**src/rtl/seq_divider.sv**
```systemverilog
// Iterative radix-2 restoring divider for DIV/DIVU/REM/REMU.
// Accepts one operand pair per input handshake and retires one quotient bit
// per cycle. Quotient and remainder are returned together through a
// valid/ready output port.
//
//   state | meaning
//   ------+---------------------------------------------------------------
//   IDLE  | waiting for an operand pair; the only state with io_in_ready high
//   CALC  | one shift/trial-subtract step per cycle, XLEN cycles in total
//   FIX   | apply result signs, register quotient and remainder
//   DONE  | result valid; held stable until the consumer accepts it
module seq_divider #(
  parameter int XLEN = 64
) (
  input  logic            clock,
  input  logic            reset,
  input  logic            io_in_valid,
  output logic            io_in_ready,
  input  logic [XLEN-1:0] io_a,
  input  logic [XLEN-1:0] io_b,
  input  logic            io_sign,
  input  logic            io_flush,
  output logic            io_out_valid,
  input  logic            io_out_ready,
  output logic [XLEN-1:0] io_quotient,
  output logic [XLEN-1:0] io_remainder,
  output logic            io_busy
);

  localparam int CNT_W = $clog2(XLEN);

  typedef enum logic [1:0] {
    ST_IDLE = 2'd0,
    ST_CALC = 2'd1,
    ST_FIX  = 2'd2,
    ST_DONE = 2'd3
  } state_t;

  state_t            r_state;
  state_t            w_state_nxt;

  logic [CNT_W-1:0]  r_cnt;
  logic [XLEN-1:0]   r_rem;
  logic [XLEN-1:0]   r_dvd;
  logic [XLEN-1:0]   r_dsr;
  logic              r_neg_q;
  logic              r_neg_r;
  logic [XLEN-1:0]   r_quot;
  logic [XLEN-1:0]   r_remr;

  logic              w_accept;
  logic              w_b_zero;
  logic              w_ovf;
  logic              w_special;
  logic              w_a_neg;
  logic              w_b_neg;
  logic [XLEN-1:0]   w_a_mag;
  logic [XLEN-1:0]   w_b_mag;
  logic [XLEN:0]     w_shift_rem;
  logic [XLEN:0]     w_trial;
  logic              w_trial_ok;

  // A flush in the same cycle as a valid input kills the accept.
  assign w_accept  = io_in_valid & io_in_ready & ~io_flush;

  // Special cases resolve in one cycle without iterating.
  assign w_b_zero  = (io_b == '0);
  assign w_ovf     = io_sign & (io_a == {1'b1, {(XLEN-1){1'b0}}}) & (io_b == '1);
  assign w_special = w_b_zero | w_ovf;

  // Magnitudes for signed mode; the most-negative dividend wraps to itself,
  // which is still the correct unsigned magnitude.
  assign w_a_neg   = io_sign & io_a[XLEN-1];
  assign w_b_neg   = io_sign & io_b[XLEN-1];
  assign w_a_mag   = w_a_neg ? -io_a : io_a;
  assign w_b_mag   = w_b_neg ? -io_b : io_b;

  // r_dvd shifts left each step: its MSB feeds the partial remainder and the
  // new quotient bit enters at the LSB, so after XLEN steps it holds the quotient.
  assign w_shift_rem = {r_rem, r_dvd[XLEN-1]};
  assign w_trial     = w_shift_rem - {1'b0, r_dsr};
  assign w_trial_ok  = ~w_trial[XLEN];

  assign io_quotient  = r_quot;
  assign io_remainder = r_remr;

  // State register.
  always_ff @(posedge clock) begin
    if (reset) begin
      r_state <= ST_IDLE;
    end else begin
      r_state <= w_state_nxt;
    end
  end

  // Next-state and handshake outputs; flush overrides every transition.
  always_comb begin
    w_state_nxt  = r_state;
    io_in_ready  = 1'b0;
    io_out_valid = 1'b0;
    io_busy      = 1'b1;
    unique case (r_state)
      ST_IDLE: begin
        io_in_ready = 1'b1;
        io_busy     = 1'b0;
        if (w_accept) begin
          w_state_nxt = w_special ? ST_DONE : ST_CALC;
        end
      end
      ST_CALC: begin
        if (r_cnt == '0) begin
          w_state_nxt = ST_FIX;
        end
      end
      ST_FIX: begin
        w_state_nxt = ST_DONE;
      end
      ST_DONE: begin
        io_out_valid = 1'b1;
        if (io_out_ready) begin
          w_state_nxt = ST_IDLE;
        end
      end
      default: begin
        w_state_nxt = ST_IDLE;
      end
    endcase
    if (io_flush) begin
      w_state_nxt = ST_IDLE;
    end
  end

  // Datapath: operand capture, iteration, sign fix-up. Flush freezes it so the
  // result registers keep whatever they last held.
  always_ff @(posedge clock) begin
    if (reset) begin
      r_cnt   <= '0;
      r_rem   <= '0;
      r_dvd   <= '0;
      r_dsr   <= '0;
      r_neg_q <= 1'b0;
      r_neg_r <= 1'b0;
      r_quot  <= '0;
      r_remr  <= '0;
    end else if (!io_flush) begin
      unique case (r_state)
        ST_IDLE: begin
          if (w_accept) begin
            r_neg_q <= w_a_neg ^ w_b_neg;
            r_neg_r <= w_a_neg;
            r_cnt   <= CNT_W'(XLEN-1);
            r_rem   <= '0;
            r_dvd   <= w_a_mag;
            r_dsr   <= w_b_mag;
            if (w_b_zero) begin
              r_quot <= '1;
              r_remr <= io_a;
            end else if (w_ovf) begin
              r_quot <= io_a;
              r_remr <= '0;
            end
          end
        end
        ST_CALC: begin
          r_rem <= w_trial_ok ? w_trial[XLEN-1:0] : w_shift_rem[XLEN-1:0];
          r_dvd <= {r_dvd[XLEN-2:0], w_trial_ok};
          if (r_cnt != '0) begin
            r_cnt <= r_cnt - CNT_W'(1);
          end
        end
        ST_FIX: begin
          r_quot <= r_neg_q ? -r_dvd : r_dvd;
          r_remr <= r_neg_r ? -r_rem : r_rem;
        end
        default: begin
        end
      endcase
    end
  end

endmodule

```
**config.mk**
```make
export PLATFORM = sky130hd
export DESIGN_NAME = seq_divider
export DESIGN_NICKNAME = d
export VERILOG_FILES = /design/src/rtl/seq_divider.sv
export SDC_FILE = /design/constraint.sdc
export NUM_CORES = 1
export LEC_CHECK = 0
export BUFFER_PORTS_ARGS = -buffer_cell sky130_fd_sc_hd__buf_2
export CAP_MARGIN = 20
export CORE_MARGIN = 3
export CORE_UTILIZATION = 30
export DETAILED_ROUTE_END_ITERATION = 10
export PLACE_DENSITY = 0.48
export SKIP_LAST_GASP = 1
export SYNTH_ARGS = -nofsm -noshare
export SYNTH_HDL_FRONTEND = slang
export SYNTH_SLANG_ARGS = --single-unit
```
**constraint.sdc**
```tcl
create_clock -name clock -period 8.9 [get_ports clock]
set_input_delay 0.89 -clock clock [delete_from_list [all_inputs] [get_ports clock]]
set_output_delay 0.89 -clock clock [all_outputs]
set_load 0.02 [all_outputs]
```
# After elaboration in Yosys (flattened, before gate mapping)
# Index checks and enable logic that the tools add are counted.
[word_totals] regBits=330 input_bits=134 out_inout_bits=131 elab_cells=75
[op_classes] n_addsub=6 eq_ne=10 muxes=28 bitwise=10 n_reduce_logical=12
[op_table] op="2-to-1 mux 64 bit" count=13
[op_table] op="case mux 64 bit (2 select lines)" count=4
[op_table] op="negation 64 bit" count=4
[op_table] op="equality test 64 bit (second input constant)" count=2
[op_table] op="subtractor 65 x 64 -> 65 bit" count=1
[op_table] op="logical NOT 64 bit" count=1
[op_table] op="2-to-1 mux 6 bit" count=2
[op_table] op="case mux 6 bit (2 select lines)" count=1
[op_table] op="AND reduction 3 bit" count=3
[op_table] op="2-to-1 mux 2 bit" count=4
[op_table] op="inequality test 2 bit (second input constant)" count=4
[op_table] op="case mux 2 bit (4 select lines)" count=1
[op_table] op="AND reduction 4 bit" count=2
[op_table] op="bitwise AND 1 bit" count=6
[op_table] op="logical NOT 6 bit" count=1
[op_table] op="nonzero test 6 bit" count=1
[op_table] op="subtractor 6 x 1 -> 6 bit (second input constant)" count=1
[op_table] op="equality test 2 bit (second input constant)" count=2
[op_table] op="nonzero test 2 bit" count=2
[op_table] op="2-to-1 mux 1 bit" count=3
[op_table] op="inequality test 3 bit (second input constant)" count=1
[op_table] op="equality test 2 x 1 -> 1 bit (second input constant)" count=1
[op_table] op="logical NOT 2 bit" count=1
[op_table] op="inverter 1 bit" count=2
[op_table] op="3 further kinds" count=3

# Longest topological paths before layout
# Gate-level depths: netlist of run 1.
[depth] depth_word=7 mapped_depth=15 mapped_depth_nobuf=13

# Worst setup path after synthesis of run 1
# No wires, ideal clock.
[synth_timing] path_kind="input to register" startpoint="in io_a[16]" endpoint="reg r_quot[10], in the netlist io_quotient[10]" setup_time_ps=132 t_arrival_ps=3634 t_required_ps=8768 slack_ps=5133 cell_stages=13 path_buffers=4 path_cell_list="clkbuf_1 or4_1 nor4_2 nand3_1 or3_1 nor4_1 nor3_1 a211o_1 clkbuf_1 buf_2 clkbuf_1 nand2_1 a21oi_1"
[synth_between] elab_chain_cells=5
[synth_lines] item="start: declaration" line_no="19" source="input logic [XLEN-1:0] io_a,"
[synth_lines] item="equality test 64 bit" line_no="68" source="assign w_ovf = io_sign & (io_a == {1'b1, {(XLEN-1){1'b0}}}) & (io_b == '1);"
[synth_lines] item="bitwise AND 1 bit (2 in series)" line_no="68"
[synth_lines] item="inequality test 3 bit (no source line)"
[synth_lines] item="AND reduction 4 bit (no source line)"
[synth_lines] item="end signal: assignment" line_no="159" source="r_quot <= io_a;"
[synth_lines] item="end signal: assignment" line_no="172" source="r_quot <= r_neg_q ? -r_dvd : r_dvd;"
[synth_lines] item="end: declaration" line_no="48" source="logic [XLEN-1:0] r_quot;"
# Every way passes these cells.
# A chain may end at the register's enable or synchronous reset.

# Worst setup path after layout of run 1
[layout_timing] startpoint="reg r_dvd[63]" endpoint="reg r_rem[62]"
[layout_between] elab_chain_cells=3
[layout_lines] item="start: declaration" line_no="44" source="logic [XLEN-1:0] r_dvd;"
[layout_lines] item="start signal: assignment" line_no="153" source="r_dvd <= w_a_mag;"
[layout_lines] item="start signal: assignment" line_no="166" source="r_dvd <= {r_dvd[XLEN-2:0], w_trial_ok};"
[layout_lines] item="subtractor 65 x 64 -> 65 bit" line_no="81" source="assign w_trial = w_shift_rem - {1'b0, r_dsr};"
[layout_lines] item="2-to-1 mux 64 bit" line_no="165" source="r_rem <= w_trial_ok ? w_trial[XLEN-1:0] : w_shift_rem[XLEN-1:0];"
[layout_lines] item="case mux 64 bit (2 select lines)" line_no="146" source="unique case (r_state)"
[layout_lines] item="end signal: assignment" line_no="165"
[layout_lines] item="end: declaration" line_no="43" source="logic [XLEN-1:0] r_rem;"
# Every way passes these cells.

==> results, run 1 <==
- The maximum fanout encountered on the critical timing path is 26.
- In this run, synthesis inferred 0 flip-flops with an integrated enable.
- The clock tree skew after final layout is 30.7 ps.
- The congestion estimate from routability-driven global placement came to about 0.88.
- The max-slew violation count is 0.
- On the final layout, the worst hold slack is 445 ps.
- The worst setup path is launched from a register.
- The power consumption is 0.00417 W.
- The number of vias in the routed layout is between 20,000 and 25,000.
- The clock tree synthesis step divided the H-tree into 2 levels.
- TritonCTS built the clock tree.
- From synthesis to final layout, the design area changed by 15.7%.
- The area fraction in compound gates after synthesis is 0.265.
- After detailed routing, the number of remaining DRC violations is 0.
- The maximum clock insertion buffer count is 3.
- In this run, post-CTS repair resized a total of 0 instances.
- When the netlist entered floorplanning its net count stood at 3,361.
- The pre-antenna-repair detailed-routing pass consisted of 5 iterations.
- In this run the static leakage power is 10.2 nW.
- The reported max-cap violation count is 0.
- The kind of path behind the tightest hold check is reg -> reg.
- Of the synthesized area, sequential elements account for 0.287.
- The residual overflow from global routing is 0.
- The die is 283 um wide.
- After the first detailed-routing iteration, the DRC count stood at 1,875.
- For this run, the post-layout net count is 3,486.
- The die is 283 um tall.
- STA puts the critical path data arrival time at 5580 ps.
- The number of hold buffers added after CTS was 0.
- The final-report hold violation count is 0.
- The aggregate negative setup slack is 0 ps.
- The count of antenna-violating nets left after detailed routing is 0.
- The combined area of all synthesized cells is 23,000 sq um.
- The number of vias per cell after detailed routing is ~5.4.
- The achievable clock frequency is 196 MHz.
- The first global-routing pass estimated 135,000 um of wire.
- In this run the tool buffered the top-level ports with 264 buffer cells.
- The actual slew at the worst max-slew pin is 1110 ps.
- The initialized floorplan defines 100 standard-cell rows.
- The average wire per cell in the routed design is 20.5 um.
- The HPWL after detailed placement is 66,200 um.
- The number of top-level pins is approximately 270.
- The critical path class is reg -> reg.
- The required time at the endpoint of the critical path is roughly 9400 ps.
- Among all flip-flop cells after synthesis, the most frequent one is dfxtp_1.
- The run finished with clean final reports.
- For the worst-skew pair, the clock arrives at the later sink with an insertion delay of 580 ps.
- The worst-case IR drop observed on VDD is between 0.1 and 0.15 mV.
- The final critical-path share of the clock period is 0.574.
- Entering global routing, the biggest net connects 101 pins.
- The fraction of layout instances using a drive strength above 1 is 0.124.
- The share of synthesized registers carrying an async set or reset is 0.
- Summed over all layers, the routed wires come to approximately 89,000 um.
- The floorplan step defined a core boundary enclosing 75,200 sq um.
- Of the total synthesized cell area, the portion taken by AND, OR, NAND and NOR gates is 0.227.
- The area of the die is 80,000 sq um.
- The power density relative to cell area is between 150 and 200 nW/um^2.
- For this run, the total global-route usage over all layers was measured as 0.215.
- Clock-pin slew was measured on the worst setup and hold paths at 60 ps.
- The number of antenna violations at the first check in global routing is 1.
- Counting distinct cell types in the post-synthesis netlist gives 73.
- The average instance area after synthesis is 7.30 sq um.
- Setup repair after global routing left no endpoint under its margin.
- The synthesized netlist cell count is around 3,200.
- The number of buffers inserted during clock tree synthesis is 41.
- Counting I/O delays and the setup requirement, the final critical path takes 5110 ps.
- The total setup violations reported at the end of the flow is 0.
- During synthesis, Yosys emitted a total of 0 warnings.
- Clock tree synthesis found a total of 330 sinks.
- The via count of the first global-routing pass is between 20,000 and 25,000.
- By area, the combinational part of the netlist is dominated by compound AO/OA/AOI/OAI gates.
- Of the total synthesized cell area, the portion taken by full adders, half adders and majority gates is 0.0417.
- The worst setup path is captured at a register.
- Synthesis inferred 330 register bits.
- The initial core utilization is 0.306.
- The post-synthesis xor/xnor area fraction is 0.114.
- The portion of synthesized area spent on multiplexers is 0.0118.
- In this run the tightest slew margin relative to its limit is 0.257.
- The number of setup buffers added after CTS is 0.
- The cell at the root of the clock tree is clkbuf_16.
[kinds of logic (layout without fill, tap and decap cells)]
family,after synthesis,in the layout
xor gates and xnor gates,298,298
other,0,2
and+or+nand+nor,1152,1152
DFF,330,330
adders and majority gates,76,76
AOI/OAI and AO/OA,952,952
buffers and inverters,316,473
muxes,27,27
[cells in the final DEF (no fill, tap or decap), types with 31 or more instances in the layout]
master       n
nand2_1    498
dfxtp_1    328
a21oi_1    264
buf_2      263
nor2_1     262
o21ai_0    252
xnor2_1    156
xor2_1     140
inv_1      102
nor3_1      90
o31ai_1     74
ha_1        73
nand3_1     67
a211oi_1    65
a221oi_1    58
o211ai_1    55
or3_1       41
clkbuf_16   41
nand4_1     34
a21o_1      31
buf_4       31
[critical path, stage by stage, from the launching register on]
cell and delay [ps]:
dfxtp_1 490, inv_1 170, ha_1 260, fa_1 400, nand2b_1 180, a21oi_1 210, o2111ai_1 230, nand3_1 200
a31oi_1 240, o41a_1 550, o21ai_1 480, xor2_4 160, buf_4 430, nand2_1 590, o21ai_0 330
[per-stage QoR]
stage	worst slack, ps	area [sq um]	instances	utilization
2_1_floorplan	5130	23000	3151	-
3_3_place_gp	3310	25100	4252	0.333
3_5_place_dp	3250	25100	4252	0.333
4_1_cts	3770	26600	4327	0.353
5_1_grt	3480	26600	4329	0.354
6_report	3790	26600	4330	0.354
[sequential cells by signal, summed over array words and instances (netlist names)]
| signal | count |
|---|---|
| r_rem | 64 |
| r_dsr | 64 |
| r_neg_q | 1 |
| io_quotient | 64 |
| r_neg_r | 1 |
| r_cnt | 6 |
| r_dvd | 64 |
| r_state | 2 |
| io_remainder | 64 |
[synth_stat cells (all sizes together) (5+ instances only)]
| cell | number | area share |
|---|---|---|
| nor4 | 26 | 0.0079 |
| or2 | 15 | 0.0041 |
| o311ai | 30 | 0.011 |
| nand3 | 67 | 0.015 |
| a221oi | 58 | 0.022 |
| clkbuf | 179 | 0.029 |
| a21o | 32 | 0.010 |
| a31oi | 9 | 0.0024 |
| nor2 | 265 | 0.043 |
| o41ai | 30 | 0.012 |
| nand2 | 498 | 0.081 |
| o21ai | 258 | 0.056 |
| o21a | 18 | 0.0059 |
| or4 | 29 | 0.0095 |
| buf | 35 | 0.0078 |
| a32oi | 17 | 0.0065 |
| ha | 75 | 0.041 |
| nand4 | 34 | 0.0093 |
| mux2i | 27 | 0.012 |
| xor2 | 141 | 0.054 |
| nand3b | 5 | 0.0016 |
| dfxtp | 330 | 0.29 |
| and4 | 6 | 0.0023 |
| and3 | 13 | 0.0035 |
| nor3 | 91 | 0.020 |
| a21oi | 265 | 0.058 |
| a211oi | 66 | 0.022 |
| nor2b | 10 | 0.0027 |
| or3 | 41 | 0.011 |
| xnor2 | 157 | 0.060 |
| o221a | 6 | 0.0029 |
| nand2b | 20 | 0.0054 |
| and2 | 17 | 0.0046 |
| o21bai | 5 | 0.0016 |
| inv | 102 | 0.017 |
| o31ai | 74 | 0.024 |
| nor4b | 5 | 0.0022 |
| o211ai | 55 | 0.018 |
[final timing paths]
| kind | start | endpoint | slack (ps) | cells after the start |
|---|---|---|---|---|
| min reg2reg | io_quotient[33] | io_quotient[33] | 440 | 2 |
| min | io_quotient[33] | io_quotient[33] | 440 | 2 |
| max reg2reg | r_dvd[63] | r_rem[62] | 3790 | 14 |
| max | r_dvd[63] | r_rem[62] | 3790 | 14 |
[final cells by class]
| cell class | count | area [sq um] |
|---|---|---|
| inverters | 102 | 383 |
| multi-input cells | 2505 | 15200 |
| flip-flops and latches | 330 | 6610 |
| well taps | 1020 | 1280 |
| clock inverters | 21 | 329 |
| clock buffers | 54 | 1160 |
| fillers | 8170 | 48600 |
| repair buffers | 296 | 1590 |
| diodes | 2 | 5.00 |
[power breakdown]
group | total [W] | internal (W) | switching, W
logic | 0.000713 | 0.000242 | 0.000471
registers | 0.00158 | 0.00153 | 0.0000505
clock network | 0.00188 | 0.00116 | 0.000721
[per-layer routing]
| layer | part of all wire | GRT usage |
|---|---|---|
| met1 | 0.49 | 0.318 |
| met5 | 0 | 0 |
| met4 | 0.023 | 0.0536 |
| met2 | 0.43 | 0.330 |
| met3 | 0.056 | 0.0256 |
No activity file was read; power rests on OpenSTA's default activity.
==> inputs of run 2 (changes only) <==
Settings changed: PLACE_DENSITY 0.48 to 0.49.
Clock period 8.9 ns to 4.55 ns, I/O delays scaled along.
==> results, run 2 (same netlist as run 1, synthesis figures left out) <==
- The reg-to-reg critical path endpoint is r_rem[56].
- The flow ran to the end, and the final reports show no timing, DRC or antenna violations.
- In this run the critical register-to-register path is launched from r_rem[0].
- The H-tree level count is 2 (unchanged).
- The number of cells on the worst reg-to-reg path is 15 (+1).
- The cell at the root of the clock tree is clkbuf_16.
- The actual slew at the worst max-slew pin is 1060 ps (-50.6 ps).
- The floorplan die width is 283 um (unchanged).
- The element type at the critical path start is a register.
- The final-layout fill cell count was 8,141 (-0.35%).
- The min-delay analysis places its worst path in the category in -> reg.
- The final-report hold violation count is 0 (unchanged).
- The final RePlAce weighted congestion came to 0.942 (+6.7%).
- The final critical-path share of the clock period is 0.890 (+0.316).
- The count of cells along the worst hold path is 3 (+1).
- The minimum clock period after layout is 4050 ps (-1060 ps).
- The worst setup slack for register-to-register paths is 500 ps (-3290 ps).
- The worst-case hold slack is 225 ps (-220 ps).
- The DRC violation count after routing is 0 (unchanged).
- The via count of the first global-routing pass was 22,000 (+0.80%).
- The number of setup buffers added after CTS was 0 (unchanged).
- The clock sink count is 330 (unchanged).
- The power density relative to cell area is 299 nW/um^2 (+91%).
- The final net count is 3,525 (+1.1%).
- The average wire per cell in the routed design is 20.4 um (-0.72%).
- The number of buffers inserted for hold repair after clock tree synthesis is 0 (unchanged).
- The number of antenna violations at the first check in global routing was 3 (+2).
- The data arrival time of the critical path is 4540 ps (-1040 ps).
- The clock tree skew after final layout is 26.6 ps (-4.09 ps).
- The number of vias per cell after detailed routing is 5.37 (about the same).
- The max-slew violation count came to 0 (unchanged).
- The number of buffers inserted by port buffering is 264 (unchanged).
- The reported max-cap violation count is 0 (unchanged).
- Setup repair after global routing left no endpoint under its margin.
- The worst-skew pair later-pin latency is 580 ps (about the same).
- The number of vias in the routed layout was 23,500 (+0.96%).
- The worst slew margin relative to its limit is 0.291 (+0.0338).
- The number of top-level pins is 265 (unchanged).
- The worst hold path terminates at r_dsr[1].
- The area of the placeable core is 75,200 sq um (unchanged).
- The HPWL after detailed placement was 67,100 um (+1.5%).
- The DRC marker count from the first detailed-route iteration is 1,909 (+1.8%).
- In the layout the commonest cells are nand2_1 (498), dfxtp_1 (328), a21oi_1 (264).
- The aggregate routed wire length is 89,100 um (+0.18%).
- The most common library cell in the layout ignoring fill and taps is nand2_1.
- The aggregate negative setup slack is 0 ps (unchanged).
- The initial core utilization is 0.306 (unchanged).
- The number of buffers inserted during clock tree synthesis is 41 (unchanged).
- The achievable clock frequency is 247 MHz (+26%).
- The critical path class is reg -> reg.
- The leakage power of the design is 10.4 nW (+1.8%).
- TritonCTS built the clock tree.
- The fraction of layout instances using a drive strength above 1 came to 0.134 (+0.00935).
- The CTS clock-pin slew for the worst setup and hold paths is 60 ps (about the same).
- The number of cells upsized or downsized after cts is 0 (unchanged).
- The wire length of the first global-routing pass is 135,000 um (+0.48%).
- The total setup violations reported at the end of the flow is 0 (unchanged).
- The maximum fanout encountered on the critical timing path is 26 (unchanged).
- The combined global-route utilization of all metal layers is 0.215 (+0.000374).
- The maximum clock insertion buffer count is 3 (unchanged).
- The number of detailed-routing iterations run before antenna repair is 5 (unchanged).
- From synthesis to final layout, the design area changed by 17.0%.
- The count of antenna-violating nets left after detailed routing is 0 (unchanged).
- The required time at the endpoint of the critical path came to 5040 ps (-4330 ps).
- The critical path endpoint category is a register.
- The area of the die was 80,000 sq um (unchanged).
- The vertical extent of the die is 283 um (unchanged).
- The number of core rows was 100 (unchanged).
- In this run the most critical hold path is launched from io_b[1].
- The residual overflow from global routing is 0 (unchanged).
- The worst-case vdd ir drop is 0.208 mV (+83%).
- The largest net degree at the start of global routing is 152 (+50%).
-- run 2: critical path, stage by stage, from the launching register on --
cell and delay [ps]:
dfxtp_1 430, inv_1 120, fa_1 460, nand2b_1 180, a21oi_1 220, o2111ai_1 250
nand3_1 200, a31oi_1 230, o41a_1 520, o21ai_1 270, buf_4 190, xor2_4 160
buf_12 230, nand2_1 110, buf_4 190, o21ai_0 170
-- run 2: per-layer routing --
| layer | global-route usage | routed length [um] |
|---|---|---|
| met4 | 0.0537 | 1990 |
| met1 | 0.321 | 43700 |
| met3 | 0.0229 | 5130 |
| met2 | 0.329 | 38300 |
| met5 | 0 | 12 |
-- run 2: layout make-up --
type	instances	area (sq um)	share of cell area
Tap cell	1020	1280	0.0474
Multi-Input combinational cell	2505	15200	0.566
Timing Repair Buffer	335	1960	0.0730
Clock inverter	21	297	0.0110
Clock buffer	53	1130	0.0420
Inverter	102	383	0.0142
Sequential cell	330	6610	0.246
Antenna cell	3	7.51	0.000279
-- run 2: how the worst max path moves through the flow --
stage          depth (start not counted)  slack (ps)       from        end
3_5_place_dp                          15         500   r_rem[0]  r_rem[56]
3_3_place_gp                          16         590  r_dvd[63]  r_rem[58]
2_1_floorplan                         14        1060  r_dvd[63]  r_rem[29]
4_1_cts                               15         460   r_rem[0]  r_rem[56]
5_1_grt                               15         110   r_rem[0]  r_rem[55]
6_report                              15         500   r_rem[0]  r_rem[56]
-- run 2: power breakdown --
group / leakage (nW) / total [W] / switching (W) / internal [W]
Clock: 0.695 / 0.00353 / 0.00142 / 0.00211
Combinational: 6.98 / 0.00142 / 0.000928 / 0.000489
Sequential: 2.68 / 0.00310 / 0.000102 / 0.00300
Total: 10.4 / 0.00804 / 0.00245 / 0.00559
-- run 2: per-stage QoR --
stage               cells  total power [W]  setup WS [ps]  utilization  area (sq um)
global route         4367          0.00840            114        0.358         26900
global placement     4292          0.00457            587        0.339         25500
finish               4369          0.00804            499        0.358         26900
detailed placement   4292          0.00456            505        0.339         25500
CTS                  4366          0.00812            458        0.358         26900
floorplan            3151          0.00405           1060            -         23000
==> inputs of run 3 (changes only) <==
Settings changed: ABC_AREA set to 1, PLACE_DENSITY 0.49 to 0.48.
==> results, run 3 <==
- The area share of the largest cell type after synthesis was 0.222 (-0.0651).
- The library cell used most frequently in the layout, excluding fill and tap cells, is nand2_1.
- The CTS clock-pin slew for the worst setup and hold paths came to 60 ps (about the same).
- The aggregate routed wire length is 151,000 um (+70%).
- The power consumption came to 0.00914 W (+14%).
- Setup repair after global routing left no endpoint under its margin.
- The worst hold path belongs to the class in -> reg.
- The vertical extent of the die is 321 um (+13%).
- The number of vias per cell after detailed routing was 5.14 (-4.3%).
- Compared with the post-synthesis result, the final layout area differs by 13.4%.
- The reported max-cap violation count is 0 (unchanged).
- The final critical-path share of the clock period is 0.748 (-0.142).
- The wire length of the first global-routing pass came to 219,000 um (+62%).
- The number of core rows is 114 (+14%).
- The final net count was 5,834 (+66%).
- The combined global-route utilization of all metal layers is 0.284 (+0.0688).
- The leakage power of the design is 17.5 nW (+69%).
- The prevailing post-synth register cell is dfxtp_1.
- The startpoint of the worst-slack reg-to-reg timing path is r_rem[29].
- The number of cells upsized or downsized after cts is 0 (unchanged).
- The number of antenna violations at the first check in global routing came to 14 (+11).
- The total setup violations reported at the end of the flow is 0 (unchanged).
- The average instance area after synthesis came to 5.43 sq um (-26%).
- The largest net degree at the start of global routing is 138 (-9.2%).
- The actual slew at the worst max-slew pin is 1100 ps (+41.9 ps).
- The critical path endpoint category is a register.
- The worst setup slack for register-to-register paths is 1150 ps (+650 ps).
- The number of cells on the worst reg-to-reg path is 14 (-1).
- The power density relative to cell area is 271 nW/um^2 (-9.3%).
- The number of synthesized register bits is 330 (unchanged).
- After synthesis, the cell types taking the most area are dfxtp_1 (22%), nand2_1 (21%), inv_1 (9.8%).
- The area of the die was 103,000 sq um (+29%).
- By count the netlist is led by nand2_1 (1,664), inv_1 (773), nor2_1 (749).
- The aggregate negative setup slack was 0 ps (unchanged).
- The clock tree skew after final layout is 73.6 ps (+47.0 ps).
- The endpoint of the worst setup timing path is r_rem[5].
- The DRC marker count from the first detailed-route iteration was 3,380 (+77%).
- The synthesized netlist cell count came to 5,469 (+74%).
- The critical path class is reg -> reg.
- The count of flip-flops with a built-in enable after synthesis came to 0 (unchanged).
- The warning count from the yosys run is 0 (unchanged).
- The residual overflow from global routing is 0 (unchanged).
- The fraction of layout instances using a drive strength above 1 came to 0.0871 (-0.0465).
- The element type at the critical path start is a register.
- By instance count, the leading cell after synthesis is nand2_1.
- The H-tree level count is 2 (unchanged).
- The number of top-level pins is 265 (unchanged).
- The number of setup buffers added after CTS is 0 (unchanged).
- The number of buffers inserted during clock tree synthesis is 45 (+9.8%).
- The share of synthesized registers carrying an async set or reset is 0 (unchanged).
- The data arrival time of the critical path is 3870 ps (-670 ps).
- The number of buffers inserted for hold repair after clock tree synthesis was 0 (unchanged).
- The clock sink count is 330 (unchanged).
- The DRC violation count after routing is 0 (unchanged).
- The flow ran to the end, and the final reports show no timing, DRC or antenna violations.
- The HPWL after detailed placement is 122,000 um (+81%).
- The launch point of the worst path is r_rem[29].
- The worst-skew pair later-pin latency came to 640 ps (+60 ps).
- Leaving out fill and tap cells, the most frequent cells in the layout are nand2_1 (1,664), inv_1 (772), nor2_1 (747).
- The area of the placeable core is 97,400 sq um (+30%).
- Of all cell types, the one taking the most synthesized area is dfxtp_1.
- In this run the critical register-to-register path is captured at r_rem[5].
- The cell at the root of the clock tree is clkbuf_16.
- The final-report hold violation count is 0 (unchanged).
- The number of vias in the routed layout is 35,700 (+52%).
- The required time at the endpoint of the critical path is 5020 ps (-20 ps).
- The minimum clock period after layout is 3400 ps (-648 ps).
- The number of buffers inserted by port buffering is 264 (unchanged).
- The worst-case vdd ir drop is 0.282 mV (+36%).
- The worst slew margin relative to its limit came to 0.262 (-0.0292).
- The worst-case hold slack was 182 ps (-42.9 ps).
- The maximum fanout encountered on the critical timing path was 20 (-23%).
- The average wire per cell in the routed design is 21.8 um (+6.7%).
- The max-slew violation count is 0 (unchanged).
- The maximum clock insertion buffer count is 3 (unchanged).
- The count of antenna-violating nets left after detailed routing is 0 (unchanged).
- The CTS tree is yes.
- The final RePlAce weighted congestion is 1.00 (+6.4%).
- The achievable clock frequency was 294 MHz (+19%).
- The fraction of the yosys area taken by sequential cells is 0.222 (-0.0651).
- The net count after synthesis is 5,679 (+69%).
- The combined area of all synthesized cells is 29,700 sq um (+29%).
- The number of detailed-routing iterations run before antenna repair is 9 (+4).
- The via count of the first global-routing pass is 33,000 (+50%).
- The floorplan die width is 321 um (+13%).
- The initial core utilization was 0.305 (-0.000684).
- The number of distinct library cells after synthesis came to 54 (-26%).
-- run 3: stage by stage --
step | utilization | cell area (sq um) | setup WS, ps | cells
3_5_place_dp | 0.330 | 32100 | 952 | 6853
2_1_floorplan | - | 29700 | 2130 | 5469
5_1_grt | 0.346 | 33700 | 830 | 6936
4_1_cts | 0.346 | 33700 | 1170 | 6935
6_report | 0.346 | 33700 | 1150 | 6942
3_3_place_gp | 0.330 | 32100 | 960 | 6853
-- run 3: cells by family (layout without fill, tap and decap cells) --
group	after synthesis	after routing	share of synthesized area
AND/OR/NAND/NOR	3098	3098	0.432
adder cells (fa/ha/maj)	76	76	0.0323
other	0	7	0
XOR/XNOR	101	101	0.0298
flip-flops	330	330	0.222
AO/OA/AOI/OAI	820	820	0.146
buffers and inverters	1044	1234	0.137
-- run 3: power by group --
part,switching [W],total [W],leakage [nW],internal [W]
clock,0.00156,0.00375,0.764,0.00219
sequential,0.000113,0.00314,2.69,0.00302
combinational,0.00166,0.00225,14.0,0.000591
total,0.00334,0.00914,17.5,0.00581
-- run 3: critical path: stages, from the launching register on --
cell,delay [ps]
dfxtp_1,630
ha_1,400
nand2_1,180
nor2_1,290
inv_2,70
nor3_1,270
nand2_1,110
nand2_1,100
nand2_2,100
nand2_2,120
nand2_1,70
nand2_1,560
nand2_1,140
nand3_1,110
a21oi_1,70
-- run 3: how the worst min path moves through the flow --
| stage | start | end | slack, ps | depth (start not counted) |
|---|---|---|---|---|
| floorplan | r_cnt[0] | r_cnt[0] | 440 | 1 |
| global placement | r_cnt[0] | r_cnt[0] | 450 | 1 |
| detailed placement | r_dsr[44] | r_dsr[44] | 460 | 2 |
| CTS | io_b[0] | r_dsr[0] | 150 | 3 |
| global route | io_b[0] | r_dsr[0] | 200 | 3 |
| finish | io_b[0] | r_dsr[0] | 180 | 3 |
-- run 3: layout make-up --
| type | count | area (sq um) |
|---|---|---|
| repair buffers | 307 | 1670 |
| diodes | 7 | 17.5 |
| well taps | 1276 | 1600 |
| clock buffers | 62 | 1300 |
| fillers | 11400 | 63700 |
| inverters | 845 | 3180 |
| flip-flops and latches | 330 | 6610 |
| multi-input cells | 4095 | 19100 |
| clock inverters | 20 | 253 |
-- run 3: per-layer routing --
layer  part of all wire  GRT usage  vias up
met1               0.46      0.399    16400
met5            0.00030          0        -
li1                   -          -    17700
met4              0.039     0.0987        8
met3              0.079     0.0451      214
met2               0.43      0.439     1377
